--- src/rtl/nos_dac_serializer_mc.sv ---
// Multi-channel NOS DAC serializer: frame FIFO feeding per-channel MSB-first
// shift registers with a shared BCK and a latch-enable strobe.
module nos_dac_serializer_mc #(
  parameter int CHANNELS   = 2,
  parameter int IN_WIDTH   = 32,
  parameter int FIFO_DEPTH = 4,
  parameter int BCK_DIV    = 2
) (
  input  logic                               clk,
  input  logic                               reset,
  input  logic [CHANNELS*IN_WIDTH-1:0]       in_data,
  input  logic                               in_valid,
  output logic                               in_ready,
  input  logic                               enable,
  input  logic                               bck_cont,
  input  logic [5:0]                         out_bits,
  input  logic                               clear_err,
  output logic                               bck,
  output logic [CHANNELS-1:0]                data,
  output logic                               le,
  output logic                               underrun,
  output logic [$clog2(FIFO_DEPTH+1)-1:0]    fifo_level
);

  localparam int FW = CHANNELS * IN_WIDTH;
  localparam int PW = $clog2(FIFO_DEPTH);
  localparam int LW = $clog2(FIFO_DEPTH + 1);
  localparam int DW = $clog2(2 * BCK_DIV);
  localparam logic [DW-1:0] DIV_LAST = DW'(2 * BCK_DIV - 1);
  localparam logic [DW-1:0] DIV_HALF = DW'(BCK_DIV);
  localparam logic [LW-1:0] LVL_FULL = LW'(FIFO_DEPTH);
  localparam logic [5:0]    NB_MIN   = 6'd8;
  localparam logic [5:0]    NB_MAX   = 6'(IN_WIDTH);

  typedef enum logic [1:0] {
    ST_IDLE  = 2'd0,
    ST_SHIFT = 2'd1,
    ST_LATCH = 2'd2
  } state_t;

  state_t              state_r;
  logic [DW-1:0]       div_r;
  logic [5:0]          bit_r;
  logic [5:0]          nb_r;
  logic [FW-1:0]       sh_r;
  logic [FW-1:0]       mem_r [FIFO_DEPTH];
  logic [PW-1:0]       wr_ptr_r;
  logic [PW-1:0]       rd_ptr_r;
  logic [LW-1:0]       level_r;
  logic                bck_r;
  logic [CHANNELS-1:0] data_r;
  logic                le_r;
  logic                underrun_r;
  logic                in_ready_r;

  logic                push_s;
  logic                start_s;
  logic                bit_end_s;
  logic [LW-1:0]       level_nxt_s;
  logic                bck_s;
  logic [CHANNELS-1:0] data_s;
  logic                le_s;

  function automatic logic [5:0] clamp_bits(input logic [5:0] b);
    if (b < NB_MIN) begin
      return NB_MIN;
    end else if (b > NB_MAX) begin
      return NB_MAX;
    end else begin
      return b;
    end
  endfunction

  // Handshake, frame-start decision, FIFO level update and next output values.
  always_comb begin
    push_s      = in_valid && in_ready_r;
    bit_end_s   = (div_r == DIV_LAST);
    start_s     = 1'b0;
    level_nxt_s = level_r;
    bck_s       = 1'b0;
    data_s      = '0;
    le_s        = 1'b0;
    // In continuous mode a frame may only start where the divider wraps.
    if ((state_r == ST_IDLE) && enable && (level_r != '0) && (!bck_cont || bit_end_s)) begin
      start_s = 1'b1;
    end else begin
      start_s = 1'b0;
    end
    if (push_s && !start_s) begin
      level_nxt_s = level_r + LW'(1);
    end else if (!push_s && start_s) begin
      level_nxt_s = level_r - LW'(1);
    end else begin
      level_nxt_s = level_r;
    end
    case (state_r)
      ST_SHIFT: begin
        bck_s = (div_r >= DIV_HALF);
        for (int k = 0; k < CHANNELS; k++) begin
          data_s[k] = sh_r[k*IN_WIDTH + IN_WIDTH - 1];
        end
      end
      ST_LATCH: begin
        le_s  = 1'b1;
        bck_s = bck_cont && (div_r >= DIV_HALF);
      end
      ST_IDLE: begin
        bck_s = bck_cont && (div_r >= DIV_HALF);
      end
      default: begin
        bck_s = 1'b0;
      end
    endcase
  end

  // Free-running BCK divider; a gated-mode frame start realigns it to phase 0.
  always_ff @(posedge clk or posedge reset) begin
    if (reset) begin
      div_r <= '0;
    end else if (start_s || bit_end_s) begin
      div_r <= '0;
    end else begin
      div_r <= div_r + DW'(1);
    end
  end

  // Frame storage; contents need no reset because the pointers define validity.
  always_ff @(posedge clk) begin
    if (push_s) begin
      mem_r[wr_ptr_r] <= in_data;
    end
  end

  // FIFO pointers and level.
  always_ff @(posedge clk or posedge reset) begin
    if (reset) begin
      wr_ptr_r <= '0;
      rd_ptr_r <= '0;
      level_r  <= '0;
    end else begin
      if (push_s) begin
        wr_ptr_r <= wr_ptr_r + PW'(1);
      end
      if (start_s) begin
        rd_ptr_r <= rd_ptr_r + PW'(1);
      end
      level_r <= level_nxt_s;
    end
  end

  // Serializer FSM: IDLE -> SHIFT (nb bits) -> LATCH -> IDLE.
  always_ff @(posedge clk or posedge reset) begin
    if (reset) begin
      state_r <= ST_IDLE;
      bit_r   <= 6'd0;
      nb_r    <= 6'd0;
      sh_r    <= '0;
    end else begin
      case (state_r)
        ST_IDLE: begin
          if (start_s) begin
            state_r <= ST_SHIFT;
            sh_r    <= mem_r[rd_ptr_r];
            nb_r    <= clamp_bits(out_bits);
            bit_r   <= 6'd0;
          end
        end
        ST_SHIFT: begin
          if (bit_end_s) begin
            if (bit_r == nb_r - 6'd1) begin
              state_r <= ST_LATCH;
            end else begin
              bit_r <= bit_r + 6'd1;
              for (int k = 0; k < CHANNELS; k++) begin
                sh_r[k*IN_WIDTH +: IN_WIDTH] <= {sh_r[k*IN_WIDTH +: IN_WIDTH-1], 1'b0};
              end
            end
          end
        end
        ST_LATCH: begin
          if (bit_end_s) begin
            state_r <= ST_IDLE;
          end
        end
        default: begin
          state_r <= ST_IDLE;
        end
      endcase
    end
  end

  // Sticky underrun: a set at LATCH end takes priority over clear_err.
  always_ff @(posedge clk or posedge reset) begin
    if (reset) begin
      underrun_r <= 1'b0;
    end else if ((state_r == ST_LATCH) && bit_end_s && enable && (level_r == '0)) begin
      underrun_r <= 1'b1;
    end else if (clear_err) begin
      underrun_r <= 1'b0;
    end
  end

  // Output registers.
  always_ff @(posedge clk or posedge reset) begin
    if (reset) begin
      bck_r      <= 1'b0;
      data_r     <= '0;
      le_r       <= 1'b0;
      in_ready_r <= 1'b1;
    end else begin
      bck_r      <= bck_s;
      data_r     <= data_s;
      le_r       <= le_s;
      in_ready_r <= (level_nxt_s < LVL_FULL);
    end
  end

  assign bck        = bck_r;
  assign data       = data_r;
  assign le         = le_r;
  assign underrun   = underrun_r;
  assign in_ready   = in_ready_r;
  assign fifo_level = level_r;

endmodule

--- config.mk ---
export PLATFORM = sky130hd
export DESIGN_NAME = nos_dac_serializer_mc
export DESIGN_NICKNAME = d
export VERILOG_FILES = /design/src/rtl/nos_dac_serializer_mc.sv
export SDC_FILE = /design/constraint.sdc
export NUM_CORES = 1
export LEC_CHECK = 0
export CORE_ASPECT_RATIO = 0.9
export CORE_MARGIN = 3
export CORE_UTILIZATION = 45
export CTS_CLUSTER_SIZE = 10
export DETAILED_ROUTE_END_ITERATION = 6
export GPL_ROUTABILITY_DRIVEN = 0
export PLACE_DENSITY = 0.65
export SYNTH_ARGS = -nofsm -noshare
export SYNTH_HDL_FRONTEND = slang
export SYNTH_SLANG_ARGS = --single-unit
--- constraint.sdc ---
create_clock -name clk -period 3 [get_ports clk]
set_input_delay 0.45 -clock clk [delete_from_list [all_inputs] [get_ports clk]]
set_output_delay 0.45 -clock clk [all_outputs]
set_load 0.05 [all_outputs]
---- After elaboration in Yosys (flattened, before gate mapping) ----
Memories as Yosys holds them, arrays and structs flattened.
Cells that the tools add are included.
storage, ports and cells
  logic and storage cells ................. 84
  flip-flop bits (word level) ............. 93
  memories kept ........................... 1
  bits in writable memories ............... 256
  memory bits (read-only) ................. 0
  bits in latches ......................... 0
  bits of input ports ..................... 76
memories
  memory  depth  bits a word  rd ports  clocked after memory_dff  wr ports  RTL line  RTL
  mem_r   4      64           1         0                         1         46        logic [FW-1:0] mem_r [FIFO_DEPTH];
cells by class
  bitwise logic cells ..................... 0
  reductions and logical operators ........ 24
  mux-type cells .......................... 26
  add/sub/neg operators ................... 7
  div/mod/pow operators ................... 0
  $lt $le $gt $ge ......................... 4
  eq/ne operators ......................... 9
  multipliers ............................. 0
  shifts and indexed selects .............. 0
operator list
  operator                                                                      count
  64-bit 2-to-1 mux                                                             3
  64-bit one-hot mux with 2 select lines                                        1
  6-bit 2-to-1 mux                                                              5
  2-bit 2-to-1 mux                                                              6
  6-bit one-hot mux with 2 select lines                                         1
  1-bit logical AND                                                             10
  2-bit != test, second input constant                                          5
  4-bit AND reduction                                                           2
  2-bit by 1-bit adder with 2-bit output, second input constant                 3
  6-bit by 1-bit adder with 6-bit output, second input constant                 1
  6-bit equality test                                                           1
  6-bit > comparator, second input constant                                     1
  6-bit by 4-bit less-than comparator with 1-bit output, second input constant  1
  1-bit 2-to-1 mux                                                              6
  3-bit 2-to-1 mux                                                              2
  2-bit one-hot mux with 3 select lines                                         1
  6-bit by 1-bit subtractor with 6-bit output, second input constant            1
  2-bit equality test, second input constant                                    2
  2-bit nonzero test                                                            2
  3-bit by 1-bit adder with 3-bit output, second input constant                 1
  1-bit logical NOT                                                             3
  3-bit logical NOT                                                             1
  3-bit less-than comparator, second input constant                             1
  3-bit nonzero test                                                            1
  8 further kinds                                                               9

---- Depth between registers and ports, before layout ----
Gate-level depths: netlist (run 1).
  depth after elaboration ................. 9
  depth in mapped cells ................... 13
  depth with buffers taken out ............ 12

---- Least setup slack after synthesis (run 1) ----
OpenSTA, ideal clock, no wires.
  path type ............................... reg-to-reg
  start point ............................. register in_ready_r (netlist: in_ready)
  end point ............................... memory mem_r[0][0] in the netlist's numbering, enable pin
  stages on the path, launching flop included .. 2
  path buffers ............................ 0
  arrival ................................. 2329 ps
  data required time ...................... 2571 ps
  slack ................................... 242 ps
  cell sequence ........................... dfstp_2 -> and3_1
between the ends
  word-level cells in the longest chain between the ends .. 3
ends and longest elaborated chain
  item                                    RTL line  RTL
  from (decl)                             54        logic in_ready_r;
  from (signal assigned)                  214       in_ready_r <= (level_nxt_s < LVL_FULL);
  1-bit logical AND                       76        push_s = in_valid && in_ready_r;
  1-bit 2-to-1 mux                        129       if (push_s) begin
  1-bit 2-to-1 mux (implied by the code)  130       mem_r[wr_ptr_r] <= in_data;
  to (decl)                               46
Every way passes these cells.

---- Worst setup path after layout (run 1) ----
  start point ............................. register nb_r[0]
  end point ............................... register bit_r[5]
between the ends
  word-level cells in the longest chain between the ends .. 4
ends and longest elaborated chain
  item                                         RTL line  RTL
  from (decl)                                  44        logic [5:0] nb_r;
  from (signal assigned)                       164       nb_r <= clamp_bits(out_bits);
  6-bit by 1-bit subtractor with 6-bit output  170       if (bit_r == nb_r - 6'd1) begin
  6-bit equality test                          170
  2-bit != test (no source line)               --
  4-bit AND reduction (no source line)         --
  to (signal assigned)                         173       bit_r <= bit_r + 6'd1;
  to (decl)                                    43        logic [5:0] bit_r;
Every way passes these cells.
A chain may end at the register's enable or synchronous reset.

==> metrics.md, run 1 <==
| Metric | Value |
|---|---|
| Status | finished, final reports clean |
| EDFF count, synth | roughly 260 |
| Cell variety after synth | 42 |
| Vias per std cell | 5.17 |
| CP required | 3.45 ns |
| Hold buffers post-CTS | 0 |
| # Post-CTS Setup Buffers | 0 |
| Dominant cells by area after synthesis | edfxtp_1 56%, dfrtp_1 17%, mux4_2 11% |
| Largest vdd supply drop | 0.458 mV |
| IO Port Bufs | 84 |
| Clk buf depth | 3 |
| Worst Setup SP | nb_r[0] |
| Setup crit start kind | flip-flop |
| Pin count of the biggest net entering global routing | 96 |
| Fin nets | 972 |
| Setup crit end kind | flip-flop |
| CTS tree | built |
| Sum of negative setup slack | 0 ns |
| PD cells | roughly 930 mW/mm^2 |
| Largest family of logic cells by synthesized area | multiplexers |
| Die ar. | ~0.033 sq mm |
| Synth Area in XOR/XNOR | less than 1% |
| Cell Count, Final, Fillers Out | 1,309 |
| Mapped Cells | just under 800 |
| Synth warnings | 0 |
| Actual slew at the worst max-slew pin | roughly 0.68 ns |
| Area growth from synthesis to layout | 19.3% |
| Drt first pass iters | 5 |
| Synthesized area | 0.0137 sq mm |
| Worst min path class | in2async |
| Die width | about 190 microns |
| Pwr Total | roughly 15 mW |
| Post-synth ARST share | 26.6% |
| Tot GR Track Use | between 15 and 20% |
| Mean Syn Cell Area | approximately 18 sq um |
| # setup viols final | 0 |
| Simple-Gate Fraction of Synth Area | under 10% |
| Fin Clk Skew | around 0.015 ns |
| Ratio of cells with drive above 1 in the final layout | between 10% and 20% |
| Post-CTS resize count | 0 |
| Top-area cell type share of the netlist area | between 50% and 60% |
| CTS HTree Levels | 2 |
| Cell Rows | between 50 and 60 |
| First-pass GRT wire length | 40,300 microns |
| Pleak | 5.63 nW |
| Max Cap Viol | 0 |
| Fill cells | 2,288 |
| Iter 0 DRT Violations | 403 |
| CP Max Fanout | 37 |
| I/O Pins | 85 |
| Initial cell density of the core | between 40 and 50% |
| Compound-Gate Fraction of Synth Area | ~3.7% |
| Grt total ovfl | 0 |
| Slew Viols, Final | 0 |
| Routed Antenna Nets | 0 |
| Max-slew headroom | between 50% and 60% |
| Leading area contributor after synthesis | edfxtp_1 |
| CP Class | reg2reg |
| Most frequent cells in the layout | 256 x edfxtp_1, 90 x dfrtp_1, 87 x nand2_1 |
| Detailed-placement wirelength estimate | ~15,000 microns |
| Commonest non-fill, non-tap cell in the layout | edfxtp_1 |
| Mux contribution to synthesized area | about 15% |
| WL/cell | between 15 and 20 microns |
| Fmax achieved | 0.391 GHz |
| Seq/Total Area, Yosys | 73.1% |
| Top FF cell, synth | edfxtp_1 |
| Placed Instance Area | ~0.015 sq mm |
| Num CTS Buffers | just over 40 |
| Via count of the first global-routing pass | around 7,100 |
| Clock Pin Slew Worst Setup and Hold Paths | around 0.06 ns |
| Final Critical Period | ~2.6 ns |
| Adder-cell share of the synthesized area | under 10% |
| Syn nets | approximately 870 |
| Final Hold Viols | 0 |
| # DRC | 0 |
| R2R cell count | 9 |
| CTS Root Cell | clkbuf_16 |
| Reg2Reg Setup Slack | 0.44 ns |
| Initial antenna violation count | 0 |
| Sink Count | 349 |
| Final WL | around 25,000 microns |
| Final period util | between 80 and 90% |
| Unrepaired setup endpoints after global routing | false |
| Synth Register Bits | between 300 and 400 |
| Clock latency on the worst-skew pair | about 0.53 ns |
| Placed Cells | about 1,200 |
| Chip Height | 172 microns |
| Via count | 6,767 |
| Core ar. | a little under 0.03 sq mm |
| Origin of the critical flop-to-flop path | nb_r[0] |
| Post-route cell area | 0.0163 sq mm |
| CP arrival | about 3 ns |
-- cell usage after synthesis, types with 2 or more instances --
| master | instances |
|---|---|
| nand2b_1 | 5 |
| edfxtp_1 | 256 |
| a211oi_1 | 4 |
| xor2_1 | 4 |
| mux2i_1 | 63 |
| a22o_1 | 2 |
| or2_2 | 2 |
| buf_1 | 6 |
| nor2_1 | 12 |
| buf_2 | 6 |
| dfrtp_1 | 92 |
| or4_1 | 3 |
| nor2b_1 | 2 |
| ha_1 | 13 |
| and3_1 | 4 |
| nand3_1 | 9 |
| mux4_2 | 64 |
| inv_1 | 16 |
| xnor2_1 | 7 |
| a21oi_1 | 4 |
| clkbuf_1 | 19 |
| o21ai_0 | 69 |
| nand2_1 | 87 |
| buf_6 | 7 |
| nor3_1 | 4 |
-- registers in the layout, summed over array words and instances (netlist names) --
register,flops
underrun,1
sh_r,64
bck,1
le,1
data,2
state_r,2
div_r,2
in_ready,1
fifo_level,3
rd_ptr_r,2
nb_r,6
wr_ptr_r,2
mem_r,256
bit_r,6
-- final timing paths --
kind                                  to
worst max-delay path            bit_r[5]
worst min-delay path             nb_r[5]
worst max register to register  bit_r[5]
worst min register to register  sh_r[21]
max in group asynchronous       sh_r[30]
min in group clk                 nb_r[2]
-- power by group --
group          total, mW  leakage [nW]  switching (mW)  internal, mW
logic               4.04          1.51            2.10          1.94
clock network       4.43         0.569            1.82          2.61
registers           6.74          3.55           0.560          6.18
-- logic make-up (layout without fill, tap and decap cells) --
logic type               after synthesis  in the layout
multiplexers                         127            127
flip-flops                           349            349
other                                  0              1
XOR/XNOR                              11             11
AO/OA/AOI/OAI                         89             89
adder cells (fa/ha/maj)               13             13
AND/OR/NAND/NOR                      133            133
buffers and inverters                 55            190
-- layout make-up --
type / instances / area (sq um) / area share (%)
tap: 396 / 495 / 3.03
clock inverter: 3 / 37.5 / 0.230
multi-input combinational: 373 / 3440 / 21.1
timing repair buffer: 102 / 1130 / 6.89
inverter: 16 / 62.6 / 0.383
antenna: 1 / 2.50 / 0.0153
sequential: 349 / 10000 / 61.3
clock buffer: 69 / 1150 / 7.04
-- critical path, stage by stage, from the launching register on --
cell,delay (ns)
dfrtp_1,0.40
inv_1,0.07
ha_1,0.21
and2_4,0.16
o21a_1,0.17
o31a_1,0.28
o41ai_4,0.54
buf_4,0.40
nor2_1,0.08
o21ai_0,0.16
-- per-layer routing --
metal,global-route usage [%],up-vias,share of wire (%)
met1,23.2,3375,47
met5,0,-,0
met3,3.08,43,5.0
li1,-,3205,-
met4,3.73,0,1.7
met2,25.3,144,46
-- through the flow --
step | hold slack, ns | util (%) | worst slack (ns)
after floorplan | 0.443 | - | 0.131
after global placement | 0.460 | 51.4 | 0.475
after detailed placement | 0.469 | 51.4 | 0.376
after CTS | 0.341 | 55.5 | 0.425
after global routing | 0.356 | 55.5 | 0.198
final | 0.323 | 55.5 | 0.440
Power figures use the tool's default switching activity.
==> run 2, diff against run 1 <==
--- a/config.mk
+++ b/config.mk
@@ -12,6 +12,8 @@
 export DETAILED_ROUTE_END_ITERATION = 6
 export GPL_ROUTABILITY_DRIVEN = 0
 export PLACE_DENSITY = 0.65
+export RECOVER_POWER = 100
+export SLEW_MARGIN = 15
 export SYNTH_ARGS = -nofsm -noshare
 export SYNTH_HDL_FRONTEND = slang
 export SYNTH_SLANG_ARGS = --single-unit
==> metrics.md, run 2 (same netlist as run 1, synthesis figures left out) <==
| Metric | Value |
|---|---|
| Commonest non-fill, non-tap cell in the layout | edfxtp_1 |
| Pleak | 5.64 nW (+0.15%) |
| Iter 0 DRT Violations | 400 (-0.74%) |
| Setup crit end kind | flip-flop |
| Die width | 190 microns (unchanged) |
| Clock latency on the worst-skew pair | 0.53 ns (about the same) |
| Max-slew headroom | -23.8% (-78 points) |
| Num CTS Buffers | 41 (unchanged) |
| Fin Clk Skew | 0.0158 ns (+0.000637 ns) |
| Final WL | 24,900 microns (-0.46%) |
| Max Cap Viol | 2 (+2) |
| CP Class | reg2reg |
| # setup viols final | 0 (unchanged) |
| Initial cell density of the core | 46.5% (unchanged) |
| # Post-CTS Setup Buffers | 0 (unchanged) |
| CP Max Fanout | 30 (-19%) |
| Actual slew at the worst max-slew pin | 1.85 ns (+1.17 ns) |
| Area growth from synthesis to layout | 18.7% |
| Reg2Reg Setup Slack | 0.34 ns (-0.10 ns) |
| Via count of the first global-routing pass | 7,108 (unchanged) |
| Largest registers | mem_r (256), sh_r (64) |
| Routed Antenna Nets | 0 (unchanged) |
| Pre-CTS setup slack | 0.376 ns (unchanged) |
| Setup crit start kind | flip-flop |
| # DRC | 0 (unchanged) |
| Critical Path End | mem_r[0][62] |
| Most frequent cells in the layout | 256 x edfxtp_1, 90 x dfrtp_1, 87 x nand2_1 |
| I/O Pins | 85 (unchanged) |
| Failing checks | max-capacitance violations, max-slew violations |
| PD cells | 930 mW/mm^2 (about the same) |
| CP required | 3.14 ns (-0.31 ns) |
| CTS tree | built |
| Final core occ | 55.2% (-0.25 points) |
| Pin count of the biggest net entering global routing | 96 (unchanged) |
| Clock Pin Slew Worst Setup and Hold Paths | 0.05 ns (about the same) |
| Hold buffers post-CTS | 0 (unchanged) |
| Sink Count | 349 (unchanged) |
| Worst min path class | in2reg |
| Sum of negative setup slack | 0 ns (unchanged) |
| Drt first pass iters | 5 (unchanged) |
| Detailed-placement wirelength estimate | 15,000 microns (unchanged) |
| First-pass GRT wire length | 40,300 microns (unchanged) |
| Biggest register | mem_r |
| WL/cell | 19.0 microns (-0.46%) |
| Grt total ovfl | 0 (unchanged) |
| Fin nets | 972 (unchanged) |
| Initial antenna violation count | 1 (+1) |
| Ratio of cells with drive above 1 in the final layout | 14.5% (-0.99 points) |
| Setup slack after layout | 0.343 ns (-0.0976 ns) |
| Cell Rows | 59 (unchanged) |
| R2R Path End | mem_r[0][62] |
| Final Critical Period | 2.66 ns (+0.0976 ns) |
| Largest vdd supply drop | 0.455 mV (-0.73%) |
| Unrepaired setup endpoints after global routing | false |
| Die ar. | 0.0326 sq mm (unchanged) |
| CTS Root Cell | clkbuf_16 |
| Core ar. | 0.0295 sq mm (unchanged) |
| Worst Setup SP | in_ready |
| Status | finished with violations |
| R2R cell count | 2 (-7) |
| Origin of the critical flop-to-flop path | in_ready |
| CP arrival | 2.80 ns (-0.21 ns) |
| Chip Height | 172 microns (unchanged) |
| Final Hold Viols | 0 (unchanged) |
| IO Port Bufs | 84 (unchanged) |
| Post-CTS resize count | 0 (unchanged) |
| Tot GR Track Use | 15.9% (unchanged) |
| Slew Viols, Final | 105 (+105) |
| Fmax achieved | 0.376 GHz (-3.7%) |
| Via count | 6,771 (+0.059%) |
| Vias per std cell | 5.17 (about the same) |
| Final period util | 88.6% (+3.3 points) |
| Largest register FFs | 256 (unchanged) |
| Clk buf depth | 3 (unchanged) |
| CTS HTree Levels | 2 (unchanged) |
==> run 2: changes by cell type in the layout (fill, tap and decap cells not counted), moves of 2 or more <==
| cell | before | now |
|---|---|---|
| and3_4 | 4 | 0 |
| dlygate4sd3_1 | 0 | 74 |
| clkdlybuf4s50_1 | 84 | 10 |
| buf_2 | 0 | 2 |
| buf_12 | 12 | 10 |
| and3_1 | 0 | 3 |
| buf_4 | 6 | 1 |
| clkbuf_1 | 26 | 30 |
==> run 2: power breakdown <==
part	switching [mW]	internal, mW	leakage (nW)
Combinational	2.09	1.87	1.52
Sequential	0.554	6.20	3.55
Clock	1.81	2.61	0.569
==> run 2: cell type report <==
| class | instances | area, sq um |
|---|---|---|
| clock inverter | 3 | 37.5 |
| tap | 396 | 495 |
| sequential | 349 | 10000 |
| multi-input combinational | 373 | 3420 |
| inverter | 16 | 61.3 |
| clock buffer | 69 | 1150 |
| fill | 2297 | 13200 |
| timing repair buffer | 102 | 1080 |
| antenna | 1 | 2.50 |
==> run 2: worst min path at each step <==
stage	from	end	depth (start not counted)
2_1_floorplan	div_r[0]	div_r[0]	1
3_3_place_gp	sh_r[8]	sh_r[8]	2
3_5_place_dp	sh_r[21]	sh_r[21]	2
4_1_cts	reset	nb_r[4]	2
5_1_grt	out_bits[2]	nb_r[2]	3
6_report	out_bits[2]	nb_r[2]	3
==> run 2: per-layer routing <==
metal / share of wire (%) / GRT usage [%] / up-vias
met5: 0 / 0 / -
met4: 1.8 / 3.73 / 0
met3: 5.3 / 3.08 / 44
met2: 46 / 25.3 / 147
met1: 47 / 23.2 / 3377
li1: - / - / 3203
==> run 2: per-stage QoR <==
step,area (sq um),hold WS [ns],total power [mW],cells
after floorplan,13700,0.443,9.73,777
after detailed placement,15200,0.469,11.0,1236
after global placement,15200,0.460,10.9,1236
after CTS,16300,0.341,15.4,1308
final,16300,0.474,15.1,1309
after global routing,16300,0.475,16.0,1308
==> run 2: critical path: stages (launching register included) <==
cell     delay (ns)
dfstp_1        0.61
and3_1         0.85
buf_2          0.79
